### config.mk
export PLATFORM = sky130hd
export DESIGN_NAME = decode_stage_flat
export DESIGN_NICKNAME = d
export VERILOG_FILES = /design/src/rtl/decode_if.sv /design/src/rtl/decode_stage.sv /design/src/flat_wrapper.sv
export SDC_FILE = /design/constraint.sdc
export NUM_CORES = 1
export LEC_CHECK = 0
export ABC_AREA = 1
export CAP_MARGIN = 40
export CORE_MARGIN = 4
export CORE_UTILIZATION = 50
export DETAILED_ROUTE_END_ITERATION = 12
export GPL_TIMING_DRIVEN = 0
export PLACE_DENSITY = 0.88
export SLEW_MARGIN = 40
export SYNTH_ARGS = -nofsm -noshare
export SYNTH_HDL_FRONTEND = slang
export SYNTH_SLANG_ARGS = --single-unit
### constraint.sdc
create_clock -name clk -period 3.45 [get_ports clk]
set_input_delay 0.5175 -clock clk [delete_from_list [all_inputs] [get_ports clk]]
set_output_delay 0.5175 -clock clk [all_outputs]
set_load 0.02 [all_outputs]
### src/rtl/decode_if.sv
// Handshake bundle between the fetch word stream, the decode stage and the
// microcode sequencer: input word channel, kill inputs and decoded output channel.
interface decode_if #(
  parameter int DATA_W = 16,
  parameter int CNT_W  = 2
);
  logic [15:0]       in_word;
  logic              in_sext;
  logic              in_valid;
  logic              in_ready;
  logic              flush;
  logic              exc_triggered;
  logic              out_valid;
  logic              out_ready;
  logic [2:0]        out_type;
  logic [2:0]        out_rd;
  logic [2:0]        out_rs0;
  logic [2:0]        out_rs1;
  logic [DATA_W-1:0] out_imm;
  logic              out_has_imm;
  logic [CNT_W-1:0]  out_npfx;
  logic              out_illegal;

  modport master (
    output in_word, in_sext, in_valid, flush, exc_triggered, out_ready,
    input  in_ready, out_valid, out_type, out_rd, out_rs0, out_rs1,
           out_imm, out_has_imm, out_npfx, out_illegal
  );

  modport slave (
    input  in_word, in_sext, in_valid, flush, exc_triggered, out_ready,
    output in_ready, out_valid, out_type, out_rd, out_rs0, out_rs1,
           out_imm, out_has_imm, out_npfx, out_illegal
  );
endinterface

### src/rtl/decode_stage.sv
// Registered instruction-decode stage with multi-word immediate prefixes and
// valid/ready flow control. Define DEC_SKID_EN for a 2-entry skid behind the bundle register.
module decode_stage #(
  parameter int DATA_W  = 16,
  parameter int EXT_MAX = 2,
  parameter int CNT_W   = 2
) (
  input logic     clk,
  input logic     rst,
  decode_if.slave bus
);

  typedef enum logic {IDLE, PFX} state_t;

  typedef struct packed {
    logic [2:0]        typ;
    logic [2:0]        rd;
    logic [2:0]        rs0;
    logic [2:0]        rs1;
    logic [DATA_W-1:0] imm;
    logic              has_imm;
    logic [CNT_W-1:0]  npfx;
    logic              illegal;
  } bundle_t;

  // Places the low field under the accumulated prefixes and fills everything
  // above the concatenation with the extension bit.
  function automatic logic [DATA_W-1:0] compose_imm(
    input logic [DATA_W-1:0] acc,
    input logic [8:0]        low,
    input int                lw,
    input int                npfx,
    input logic              ext
  );
    logic [DATA_W-1:0] r;
    int                w;
    r = (acc << lw) | DATA_W'(low);
    w = npfx * 9 + lw;
    for (int i = 0; i < DATA_W; i++) begin
      if (i >= w) r[i] = ext;
    end
    return r;
  endfunction

  state_t            state;
  logic [CNT_W-1:0]  cnt;
  logic [DATA_W-1:0] acc;
  logic              pfx_sign;

  logic              kill;
  logic              accept;
  logic              in_ready_p0;

  logic              is_pfx_p0;
  logic              full_p0;
  logic              emit_p0;
  logic              t3_p0;
  logic              has_imm_p0;
  logic [8:0]        low_p0;
  int                lw_p0;
  logic              ext_p0;
  bundle_t           bundle_p0;

  bundle_t           bundle_out;
  logic              vld_out;

  assign kill   = bus.flush | bus.exc_triggered;
  assign accept = bus.in_valid & in_ready_p0;

  // Stage p0: combinational decode of the offered word against prefix state
  always_comb begin
    is_pfx_p0  = (bus.in_word[15:13] == 3'd4) && (bus.in_word[12:9] == 4'hF);
    t3_p0      = (bus.in_word[15:13] == 3'd3);
    has_imm_p0 = t3_p0 || ((bus.in_word[15:13] == 3'd4) && !is_pfx_p0);
    low_p0     = t3_p0 ? {3'b000, bus.in_word[8:3]} : bus.in_word[8:0];
    lw_p0      = t3_p0 ? 6 : 9;
    ext_p0     = bus.in_sext & ((state == IDLE) ? bus.in_word[8] : pfx_sign);
    full_p0    = (cnt == CNT_W'(EXT_MAX));
    emit_p0    = !is_pfx_p0 || full_p0;

    bundle_p0         = '0;
    bundle_p0.typ     = bus.in_word[15:13];
    bundle_p0.rd      = bus.in_word[2:0];
    bundle_p0.rs0     = t3_p0 ? bus.in_word[2:0] : bus.in_word[5:3];
    bundle_p0.rs1     = bus.in_word[8:6];
    bundle_p0.has_imm = has_imm_p0;

    if (is_pfx_p0) begin
      // only emitted when the prefix budget is exhausted
      bundle_p0.illegal = 1'b1;
    end else if (state == IDLE) begin
      if (has_imm_p0) bundle_p0.imm = compose_imm('0, low_p0, lw_p0, 0, ext_p0);
    end else if (has_imm_p0) begin
      bundle_p0.imm  = compose_imm(acc, low_p0, lw_p0, int'(cnt), ext_p0);
      bundle_p0.npfx = cnt;
    end else begin
      bundle_p0.illegal = 1'b1;
    end
  end

  always_ff @(posedge clk) begin
    if (rst || kill) begin
      state    <= IDLE;
      cnt      <= '0;
      acc      <= '0;
      pfx_sign <= 1'b0;
    end else if (accept) begin
      if (is_pfx_p0 && !full_p0) begin
        acc   <= (acc << 9) | DATA_W'(bus.in_word[8:0]);
        cnt   <= cnt + CNT_W'(1);
        state <= PFX;
        if (state == IDLE) pfx_sign <= bus.in_word[8];
      end else begin
        acc      <= '0;
        cnt      <= '0;
        pfx_sign <= 1'b0;
        state    <= IDLE;
      end
    end
  end

`ifdef DEC_SKID_EN
  bundle_t    q     [3];
  bundle_t    q_n   [3];
  logic [1:0] q_cnt;
  logic [1:0] q_cnt_n;
  logic       ready_r;

  always_comb begin
    q_n     = q;
    q_cnt_n = q_cnt;
    if ((q_cnt != 2'd0) && bus.out_ready) begin
      q_n[0]  = q[1];
      q_n[1]  = q[2];
      q_cnt_n = q_cnt - 2'd1;
    end
    if (accept && emit_p0) begin
      q_n[q_cnt_n] = bundle_p0;
      q_cnt_n      = q_cnt_n + 2'd1;
    end
  end

  // Stage p1: bundle register with skid entries queued behind it
  always_ff @(posedge clk) begin
    if (rst) begin
      q_cnt   <= 2'd0;
      ready_r <= 1'b1;
      for (int i = 0; i < 3; i++) q[i] <= '0;
    end else if (kill) begin
      q_cnt   <= 2'd0;
      ready_r <= 1'b1;
    end else begin
      q       <= q_n;
      q_cnt   <= q_cnt_n;
      ready_r <= (q_cnt_n != 2'd3);
    end
  end

  assign in_ready_p0 = !rst && !kill && ready_r;
  assign bundle_out  = q[0];
  assign vld_out     = (q_cnt != 2'd0);
`else
  bundle_t bundle_p1;
  logic    vld_p1;

  // Stage p1: single bundle register, held until the consumer takes it
  always_ff @(posedge clk) begin
    if (rst) begin
      vld_p1    <= 1'b0;
      bundle_p1 <= '0;
    end else if (kill) begin
      vld_p1 <= 1'b0;
    end else if (accept && emit_p0) begin
      vld_p1    <= 1'b1;
      bundle_p1 <= bundle_p0;
    end else if (bus.out_ready) begin
      vld_p1 <= 1'b0;
    end
  end

  assign in_ready_p0 = !rst && !kill && (!vld_p1 || bus.out_ready);
  assign bundle_out  = bundle_p1;
  assign vld_out     = vld_p1;
`endif

  assign bus.in_ready    = in_ready_p0;
  assign bus.out_valid   = vld_out;
  assign bus.out_type    = bundle_out.typ;
  assign bus.out_rd      = bundle_out.rd;
  assign bus.out_rs0     = bundle_out.rs0;
  assign bus.out_rs1     = bundle_out.rs1;
  assign bus.out_imm     = bundle_out.imm;
  assign bus.out_has_imm = bundle_out.has_imm;
  assign bus.out_npfx    = bundle_out.npfx;
  assign bus.out_illegal = bundle_out.illegal;

endmodule

### src/flat_wrapper.sv
// flat-port wrapper written by rule: the top's interface ports become plain ports
module decode_stage_flat 
#(
  parameter int DATA_W  = 16,
  parameter int EXT_MAX = 2,
  parameter int CNT_W   = 2
)
  (clk, rst, bus_in_word, bus_in_sext, bus_in_valid, bus_flush, bus_exc_triggered, bus_out_ready, bus_in_ready, bus_out_valid, bus_out_type, bus_out_rd, bus_out_rs0, bus_out_rs1, bus_out_imm, bus_out_has_imm, bus_out_npfx, bus_out_illegal);
  decode_if #(.DATA_W(DATA_W), .CNT_W(CNT_W)) bus_i ();
  input logic clk;
  input logic rst;
  input wire logic [$bits(bus_i.in_word)-1:0] bus_in_word;
  input wire logic [$bits(bus_i.in_sext)-1:0] bus_in_sext;
  input wire logic [$bits(bus_i.in_valid)-1:0] bus_in_valid;
  input wire logic [$bits(bus_i.flush)-1:0] bus_flush;
  input wire logic [$bits(bus_i.exc_triggered)-1:0] bus_exc_triggered;
  input wire logic [$bits(bus_i.out_ready)-1:0] bus_out_ready;
  output wire logic [$bits(bus_i.in_ready)-1:0] bus_in_ready;
  output wire logic [$bits(bus_i.out_valid)-1:0] bus_out_valid;
  output wire logic [$bits(bus_i.out_type)-1:0] bus_out_type;
  output wire logic [$bits(bus_i.out_rd)-1:0] bus_out_rd;
  output wire logic [$bits(bus_i.out_rs0)-1:0] bus_out_rs0;
  output wire logic [$bits(bus_i.out_rs1)-1:0] bus_out_rs1;
  output wire logic [$bits(bus_i.out_imm)-1:0] bus_out_imm;
  output wire logic [$bits(bus_i.out_has_imm)-1:0] bus_out_has_imm;
  output wire logic [$bits(bus_i.out_npfx)-1:0] bus_out_npfx;
  output wire logic [$bits(bus_i.out_illegal)-1:0] bus_out_illegal;
  assign bus_i.in_word = bus_in_word;
  assign bus_i.in_sext = bus_in_sext;
  assign bus_i.in_valid = bus_in_valid;
  assign bus_i.flush = bus_flush;
  assign bus_i.exc_triggered = bus_exc_triggered;
  assign bus_i.out_ready = bus_out_ready;
  assign bus_in_ready = bus_i.in_ready;
  assign bus_out_valid = bus_i.out_valid;
  assign bus_out_type = bus_i.out_type;
  assign bus_out_rd = bus_i.out_rd;
  assign bus_out_rs0 = bus_i.out_rs0;
  assign bus_out_rs1 = bus_i.out_rs1;
  assign bus_out_imm = bus_i.out_imm;
  assign bus_out_has_imm = bus_i.out_has_imm;
  assign bus_out_npfx = bus_i.out_npfx;
  assign bus_out_illegal = bus_i.out_illegal;
  decode_stage #(.DATA_W(DATA_W), .EXT_MAX(EXT_MAX), .CNT_W(CNT_W)) u_core (.clk(clk), .rst(rst), .bus(bus_i));
endmodule
==> results of run 1 <==
## cell type report
class / count / area [um^2] / area share, %
Timing Repair Buffer: 55 / 550.5 / 16.92
Buffer: 21 / 103.9 / 3.191
Sequential cell: 47 / 940.9 / 28.91
Multi-Input combinational cell: 288 / 1364 / 41.91
Clock inverter: 1 / 30.03 / 0.9227
Tap cell: 67 / 83.83 / 2.576
Clock buffer: 6 / 72.57 / 2.230
Inverter: 29 / 108.9 / 3.345
## routing by layer
layer	vias up	wire (um)	part of all wire (%)	global-route usage, %
met5	-	0	0	0
met2	103	3533	48	41.34
met1	1215	3217	44	31.73
met3	15	428	5.8	3.741
met4	0	148	2.0	8.076
li1	1374	-	-	-
## worst min-delay path, stage by stage, from the launching register on
cell	delay (ps)
sky130_fd_sc_hd__dfxtp_1	310
sky130_fd_sc_hd__nand2_1	60
sky130_fd_sc_hd__a21oi_1	50
## through the flow
stage / hold WS, ps / instances / setup slack, ps
finish: 463.2 / 514 / 253.1
CTS: 465.2 / 514 / 42.62
global placement: 450.8 / 507 / -178.7
floorplan: 445.2 / 385 / 824.6
detailed placement: 453.2 / 507 / -271.9
global route: 484.4 / 514 / 7.130
## Yosys cell counts, types with 2 or more instances
cell type                  count  area, um^2
sky130_fd_sc_hd__inv_2         3       11.26
sky130_fd_sc_hd__o21ai_0      15       75.07
sky130_fd_sc_hd__inv_1        25       93.84
sky130_fd_sc_hd__clkbuf_1     11       41.29
sky130_fd_sc_hd__buf_4         5       37.54
sky130_fd_sc_hd__ha_1          5       62.56
sky130_fd_sc_hd__a32oi_1       2       17.52
sky130_fd_sc_hd__nand4_1       8       50.05
sky130_fd_sc_hd__nand2_1     135       506.7
sky130_fd_sc_hd__a21oi_1      44       220.2
sky130_fd_sc_hd__dfxtp_1      47       940.9
sky130_fd_sc_hd__nor2_4        2       22.52
sky130_fd_sc_hd__a211oi_1      6       45.04
sky130_fd_sc_hd__nor2_1       30       112.6
sky130_fd_sc_hd__buf_2         5       25.02
sky130_fd_sc_hd__nand3_1      29       145.1
## kinds of logic after synthesis
| kind of cell | count (synthesis) | share of synthesized area (%) |
|---|---|---|
| DFF | 47 | 37.45 |
| AOI/OAI and AO/OA | 71 | 15.39 |
| muxes | 1 | 0.3984 |
| buffers and inverters | 50 | 8.466 |
| xor gates and xnor gates | 1 | 0.3487 |
| and+or+nand+nor | 210 | 35.46 |
| adders and majority gates | 5 | 2.490 |
## state kept, by name (all words and copies together) (netlist names), 2 cells and up
signal / cells
u_core.bus.out_rs0: 3
u_core.bus.out_rd: 3
u_core.bus.out_rs1: 3
u_core.cnt: 2
u_core.bus.out_imm: 16
u_core.acc: 10
u_core.bus.out_type: 3
u_core.bus.out_npfx: 2
## power groups by stage
stage | registers, mW | logic, mW | clock network (mW)
after detailed placement | 0.563 | 0.128 | 0
after floorplan | 0.569 | 0.0624 | 0
after global placement | 0.562 | 0.127 | 0
after global routing | 0.551 | 0.144 | 0.416
final | 0.550 | 0.131 | 0.386
after CTS | 0.550 | 0.129 | 0.388
## how the worst max path moves through the flow
| stage | startpoint | to | slack, ps | depth (start not counted) |
|---|---|---|---|---|
| final | bus_in_word[13] | u_core.bus.out_imm[7] | 250 | 17 |
| after global routing | bus_in_word[13] | u_core.bus.out_imm[0] | 7 | 18 |
| after CTS | bus_in_word[14] | u_core.bus.out_imm[0] | 40 | 17 |
| after detailed placement | bus_in_word[13] | u_core.bus.out_imm[4] | -270 | 16 |
| after global placement | bus_in_word[14] | u_core.bus.out_imm[4] | -180 | 16 |
| after floorplan | bus_in_word[14] | u_core.bus.out_imm[5] | 820 | 15 |
## timing repair
action,CTS,global route
setup endpoints to repair,0,10
setup buffers,0,0
resized for setup,0,2
==> results, run 1 <==
- The final instance area is ~3300 um^2.
- In the routed layout, each cell is associated on average with a via count of around 5.3.
- Summing every instance area after synthesis gives 2512 um^2.
- The overall fraction of global-route tracks in use is between 20% and 30%.
- The most frequent cell on the critical path is sky130_fd_sc_hd__nand2_1.
- The register area share after synthesis is a little under two fifths.
- Summed over all failing endpoints, the final setup total negative slack is 0 ps.
- Setup repair after global routing left no endpoint under its margin.
- For this run, the leading register cell type out of synthesis is sky130_fd_sc_hd__dfxtp_1.
- For the worst setup path, the data arrival time is roughly 3400 ps.
- For flop-to-flop paths, the worst setup slack is 1070 ps.
- TritonCTS built the clock tree.
- The initial antenna violation count is 0.
- In this run the power density over the cells is around 330 nW/um^2.
- The growth of design area from synthesis to finish is 29.53%.
- The number of antenna diodes in the final layout is 0.
- Sequential cells account for 51.6% of the total power.
- The die is between 70 and 80 um wide.
- The clock transition at the register clock pins on the worst setup and hold paths after CTS is 70 ps.
- After floorplanning, the core was sized to cover ~4800 um^2.
- Data on the critical path is required at its endpoint by ~3600 ps.
- The endpoint kind of the worst setup timing path is a flip-flop.
- The largest stage delay on the critical path is between 500 and 600 ps.
- The final hold violation count is 0.
- The average wire per standard cell is 14.25 um.
- The endpoint of the worst-slack reg-to-reg timing path is u_core.bus.out_imm[7].
- For this run the aggregate overflow at the end of global routing stands at 0.
- The global-route wire length before repair is 11.99 mm.
- In this run the mean area of a mapped cell was about 6.5 um^2.
- The final routed DRC violation total is 0.
- Of the available clock period, the critical path in the final layout requires between 90 and 100%.
- Traced cell by cell, the critical path runs through clkdlybuf4s50_1, nand2_1, nor2_4, buf_2, buf_2, xor2_1, inv_1, ha_1, o211ai_1, nand3_1, nand2_1, buf_4, nand4_1, nand2_1, nand2_1, nand3_1, a21oi_1.
- The number of library cell types mapped by synthesis is 29.
- Counting flops with a built-in enable in the synthesized netlist gives 0.
- The number of global-route vias before repair is around 2,600.
- The number of top-level design ports is 57.
- Buffers inserted to repair hold after CTS numbered 0.
- The instance count along the most critical hold path is 2.
- The first routing iteration left between 150 and 200 violations.
- The buffers plus inverters on the worst setup path is 5.
- In this run the deepest clock path goes through 2 buffers.
- Grouping stages by cell kind, the critical path spends the most delay in buffers and inverters.
- The clock arrives with ~8.4 ps of skew.
- The fraction of layout instances using a drive strength above 1 is approximately 6%.
- The critical path class is in2reg.
- The worst pin sits at a relative slew slack of 65.13%.
- The effective utilization at floorplan is between 50% and 60%.
- The max-slew violation total from the final report was 0.
- The number of flip-flops and latches in the synthesized netlist is 47.
- The most common cell after layout, fill and taps aside is sky130_fd_sc_hd__nand2_1.
- The source of the worst register-to-register timing path is u_core.cnt[1].
- In this run the clock root is driven by a sky130_fd_sc_hd__clkbuf_8.
- The maximum fanout along the worst path is 10.
- The first detailed-routing pass ran for 6 iterations.
- The top cell types in the final layout, fill and taps aside, are 135 x sky130_fd_sc_hd__nand2_1, 55 x sky130_fd_sc_hd__clkdlybuf4s50_1, 47 x sky130_fd_sc_hd__dfxtp_1.
- For the pin with the worst max-slew slack, the measured transition is 523.1 ps.
- The cell with the biggest individual delay on the critical path is sky130_fd_sc_hd__clkdlybuf4s50_1.
- For this block, the routed nets add up to between 7 and 8 mm of wire.
- The congestion estimate from routability-driven global placement came to approximately 0.94.
- For this block, the via count after detailed routing is about 2,700.
- The number of nets in the synthesized netlist is just over 400.
- The total CTS buffers is 5.
- The later pin in the worst-skew pair is clocked with a latency of 300 ps.
- The total internal power is a little over 0.8 mW.
- The net switching fraction of the power is between 20% and 30%.
- The count of yosys warnings during synthesis is 0.
- Clock tree synthesis found a total of 47 sinks.
- The worst vdd rail ir drop is 0.0002139 V.
- The class of the worst hold path is reg2reg.
- Total power for the finished layout comes to 1.067 mW.
- The worst hold path begins at u_core.bus.out_imm[3].
- The run finished with clean final reports.
- Summing all placed instances gives a cell area of about 3100 um^2.
- Combinational logic is responsible for 12.3% of the overall power.
- The clock network burns a little over a third of the power.
- Derived from the worst setup path, the maximum achievable clock frequency is 0.3128 GHz.
- The number of nets in the layout is approximately 480.
- The sort of element at the start of the critical path is an input port.
- The static leakage is 1.212 nW.
- The pin count of the biggest net entering global routing is 14.
- The layout has 422 filler cells.
- The fraction of the core area covered by cells at the end of the flow is just under 70%.
- The number of standard cells after synthesis is roughly 390.
- Summed over all nets, the switching power comes to approximately 0.25 mW.
- Setup violations remaining at the end of the flow were counted as 0.
- The overall die height is 78.89 um.
- The worst register-to-register path has a depth of 13.
- The depth of the CTS H-tree is 2.
- The count of buffers added on input and output ports is 55.
- The floorplan step defined a die boundary enclosing 6223 um^2.
- After synthesis, the share of flip-flops with an asynchronous set or reset is 0%.
- The post-route minimum period is 3197 ps.
- In this run the remaining antenna-violating nets after routing total 0.
- Max-cap violations in this run came to 0.
- The number of core rows is 25.
- The path with the worst hold slack has its endpoint at u_core.bus.out_imm[3].
- The sum of net half-perimeters after detailed placement is about 5.7 mm.
(Power assumes the default switching activity.)
==> inputs of run 2 (changes only) <==
ABC_AREA = default   (was 1)
==> run 2 against run 1 <==
First-iteration DRC count is 35% higher. Utilization increased by 0.84 points. Die area about the same. Critical path type unchanged.
==> results, run 2 <==
- The flow ran to the end, and the final reports show no timing, DRC or antenna violations.
- The largest individual stage delay along the critical path comes from the cell sky130_fd_sc_hd__clkdlybuf4s50_1.
- The global-route wire length before repair was 12.96 mm (+8.1%).
- The total CTS buffers came to 5 (unchanged).
- The worst setup path is launched from an input port.
- The remaining global-route overflow was 0 (unchanged).
- By area, the combinational part of the netlist is dominated by compound AO/OA/AOI/OAI gates.
- The data arrival time of the worst path is 3530 ps (+170 ps).
- The antenna violation net count after detailed routing is 0 (unchanged).
- The overall fraction of global-route tracks in use came to 26.90% (+2.5 points).
- The die extent in x came to 78.92 um (about the same).
- The count of yosys warnings during synthesis is 0 (unchanged).
- The post-synthesis compound-gate area fraction is 27.96% (+13 points).
- The total nets after synthesis is 349 (-15%).
- The tightest min-delay check is of the reg2reg type.
- The total cell area at the placement stage is 3159 um^2 (+0.40%).
- The fraction of the core area covered by cells at the end of the flow is 68.84% (+0.84 points).
- The number of standard cells after synthesis is 321 (-17%).
- In the post-synthesis netlist, the biggest area contributors are sky130_fd_sc_hd__dfxtp_1 37%, sky130_fd_sc_hd__nand2_1 10%, sky130_fd_sc_hd__a21oi_1 5.2%.
- The count of buffers from port buffering is 56 (+1.8%).
- The final antenna diode count is 0 (unchanged).
- The maximum fanout along the worst path is 10 (unchanged).
- The worst slack at placement came to -880.9 ps (-609.1 ps).
- The most numerous cell in the Yosys netlist is sky130_fd_sc_hd__nand2_1.
- The sum of net half-perimeters after detailed placement is 6.210 mm (+9.3%).
- The register area share after synthesis is 37.41% (about the same).
- The area share of the leading cell type in the synthesized netlist is 37.41% (about the same).
- The effective utilization at floorplan was 52.55% (about the same).
- The setup slack of the critical path after layout is 124.3 ps (-128.8 ps).
- The critical path class is in2reg.
- The multiplexer share of the synthesized area is 0.7960% (+0.40 points).
- The number of hold buffers added after cts is 0 (unchanged).
- The endpoint kind of the worst setup timing path is a flip-flop.
- The overall die height came to 78.92 um (about the same).
- The root buffer cell chosen for the clock tree is sky130_fd_sc_hd__clkbuf_8.
- The simple-gate area share of the yosys netlist came to 25.62% (-9.8 points).
- The number of detailed-routing iterations run before antenna repair is 4 (-2).
- The clock skew after layout was 17.21 ps (+8.786 ps).
- TritonCTS built the clock tree.
- The placer congestion estimate is 0.9952 (+6.0%).
- The number of flip-flops in the largest register is 16 (unchanged).
- The final routed DRC violation total is 0 (unchanged).
- The post-route minimum period is 3326 ps (+128.8 ps).
- The commonest cells after synthesis are 70 x sky130_fd_sc_hd__nand2_1, 47 x sky130_fd_sc_hd__dfxtp_1, 26 x sky130_fd_sc_hd__a21oi_1.
- The initial detailed-routing violation count came to 255 (+35%).
- The library cell occupying the most area in the post-synthesis netlist is sky130_fd_sc_hd__dfxtp_1.
- The growth of design area from synthesis to finish is 31.00%.
- The pin count of the biggest net entering global routing is 16 (+2).
- The mean instance size in the synthesized netlist came to 7.835 um^2 (+20%).
- The die area is 6228 um^2 (about the same).
- The average wire per standard cell is 17.75 um (+25%).
- The flip-flop cell with the highest count after synthesis is sky130_fd_sc_hd__dfxtp_1.
- The netlist area before placement is 2515 um^2 (about the same).
- The clock net sink count is 47 (unchanged).
- The number of nets in the layout is 413 (-13%).
- The insertion delay to the later sink of the worst-skew pair was 310 ps (about the same).
- The maximum count of clock buffers along a single path is 2 (unchanged).
- Setup repair after global routing left no endpoint under its margin.
- In the layout the commonest cells are 70 x sky130_fd_sc_hd__nand2_1, 56 x sky130_fd_sc_hd__clkdlybuf4s50_1, 47 x sky130_fd_sc_hd__dfxtp_1.
- The number of core rows is 25 (unchanged).
- The max-slew violation total from the final report is 0 (unchanged).
- The number of global-route vias before repair came to 2,655 (+4.0%).
- The total wirelength of the detailed-routed design is 8.040 mm (+9.7%).
- The average vias per placed instance was 5.912 (+12%).
- The routed via count is 2,678 (-1.1%).
- The fraction of layout instances using a drive strength above 1 is 8.808% (+2.8 points).
- The largest stage delay on the critical path is 480 ps (-30 ps).
- The required time at the worst-slack endpoint came to 3650 ps (+40 ps).
- The depth of the CTS H-tree is 2 (unchanged).
- The adder and majority cell fraction of the synthesized area was 2.488% (about the same).
- The share of the clock period used by the worst path after layout is 96.40% (+3.7 points).
- The initial antenna violation count is 0 (unchanged).
- The static leakage came to 1.110 nW (-8.4%).
- The top achievable clock speed is 0.3007 GHz (-3.9%).
- The final instance area is 3294 um^2 (+1.2%).
- The cell family contributing the most delay on the critical path is buffers and inverters.
- The power per standard cell area is 311.2 nW/um^2 (-5.0%).
- The headroom to the max-slew limit was 50.83% (-14 points).
- The area of the core region is 4786 um^2 (unchanged).
- The number of library cell types mapped by synthesis is 55 (+90%).
- The library cell used most frequently in the layout, excluding fill and tap cells, is sky130_fd_sc_hd__nand2_1.
- The number of top-level design ports came to 57 (unchanged).
- The share of async-settable or async-resettable flops after synthesis is 0% (unchanged).
- The share of the synthesized netlist area taken by xor and xnor gates is 0.3483% (about the same).
- The number of setup violations in the final report was 0 (unchanged).
- Traced cell by cell, the critical path runs through clkdlybuf4s50_1, and3b_2, clkbuf_4, clkbuf_4, xnor2_1, ha_2, nand2b_1, a211oi_2, o211ai_1, or3_1, a22o_1.
- The max-capacitance violation count came to 0 (unchanged).
- The clock transition at the register clock pins on the worst setup and hold paths after CTS is 90 ps (+20 ps).
- The number of flops mapped to enable cells by yosys is 0 (unchanged).
- The final hold violation count was 0 (unchanged).
- The measured slew at the worst slew-check pin is 731.9 ps (+208.8 ps).
- The buffers plus inverters on the worst setup path came to 3 (-2).
- The most frequent cell on the critical path is sky130_fd_sc_hd__clkbuf_4.
- The number of flip-flops and latches in the synthesized netlist is 47 (unchanged).
- The accumulated negative setup slack is 0 ps (unchanged).
- The total power of the final layout came to 1.025 mW (-3.9%).
- The worst vdd rail ir drop is 0.0002703 V (+26%).
-- run 2: changes by cell type in the layout (fill, tap and decap cells not counted), moves of 6 or more --
cell	change
sky130_fd_sc_hd__nor2_1	-13
sky130_fd_sc_hd__nand4_1	-7
sky130_fd_sc_hd__nor3_1	+8
sky130_fd_sc_hd__or3_1	+6
sky130_fd_sc_hd__a22o_1	+7
sky130_fd_sc_hd__and2_1	+10
sky130_fd_sc_hd__nand3_1	-28
sky130_fd_sc_hd__a21oi_1	-18
sky130_fd_sc_hd__inv_1	-21
sky130_fd_sc_hd__nand2_1	-65
-- run 2: power by group --
part | switching [mW] | total, mW | leakage (nW) | internal (mW)
clock network | 0.187 | 0.351 | 0.0516 | 0.164
registers | 0.00305 | 0.551 | 0.379 | 0.548
logic | 0.0690 | 0.123 | 0.680 | 0.0543
total | 0.259 | 1.03 | 1.11 | 0.766
-- run 2: per-layer routing --
metal	up-vias	wire [um]	GRT usage, %
met1	1266	3415	33.78
li1	1278	-	-
met4	0	269	13.06
met3	21	583	5.102
met2	113	3772	44.31
met5	-	0	0
-- run 2: kinds of logic (layout without fill, tap and decap cells) --
group,count (synthesis),count (layout)
XOR/XNOR,1,1
adder cells (fa/ha/maj),5,5
AND/OR/NAND/NOR,136,136
flip-flops,47,47
multiplexers,2,2
buffers and inverters,30,95
AO/OA/AOI/OAI,100,100
-- run 2: final cells by class --
cell class	count	area (um^2)
clock inverters	2	13.76
repair buffers	59	583.1
flip-flops and latches	47	940.9
fillers	440	1491
well taps	67	83.83
multi-input cells	244	1450
plain buffers	22	117.6
inverters	6	22.52
clock buffers	6	82.58
-- run 2: worst reg2reg max path: stages, from the launching register on --
cell,delay (ps)
sky130_fd_sc_hd__dfxtp_1,350
sky130_fd_sc_hd__buf_2,230
sky130_fd_sc_hd__clkinv_1,290
sky130_fd_sc_hd__xnor2_1,260
sky130_fd_sc_hd__ha_2,300
sky130_fd_sc_hd__nand2b_1,150
sky130_fd_sc_hd__a211oi_2,320
sky130_fd_sc_hd__o211ai_1,230
sky130_fd_sc_hd__or3_1,350
sky130_fd_sc_hd__a22o_1,180
-- run 2: final timing paths --
| path | startpoint | endpoint | slack, ps | cells past startpoint |
|---|---|---|---|---|
| hold reg to reg | u_core.bus.out_imm[3] | u_core.bus.out_imm[3] | 450 | 2 |
| setup reg to reg | u_core.cnt[1] | u_core.bus.out_imm[0] | 700 | 9 |
| hold / removal | u_core.bus.out_imm[3] | u_core.bus.out_imm[3] | 450 | 2 |
| setup / recovery | bus_in_word[15] | u_core.bus.out_imm[0] | 120 | 11 |
-- run 2: what timing repair did --
item | CTS | global route
setup buffers | 2 | 1
setup endpoints to repair | 10 | 5
resized for setup | 6 | 6
gates cloned | 0 | 0
pin swaps | 1 | 3
hold endpoints to repair | 0 | 0
-- run 2: stage by stage --
stage               cells  hold slack (ps)
floorplan             321            427.3
global placement      444            432.3
detailed placement    444            436.4
CTS                   452            448.7
global route          453            482.0
finish                453            448.0
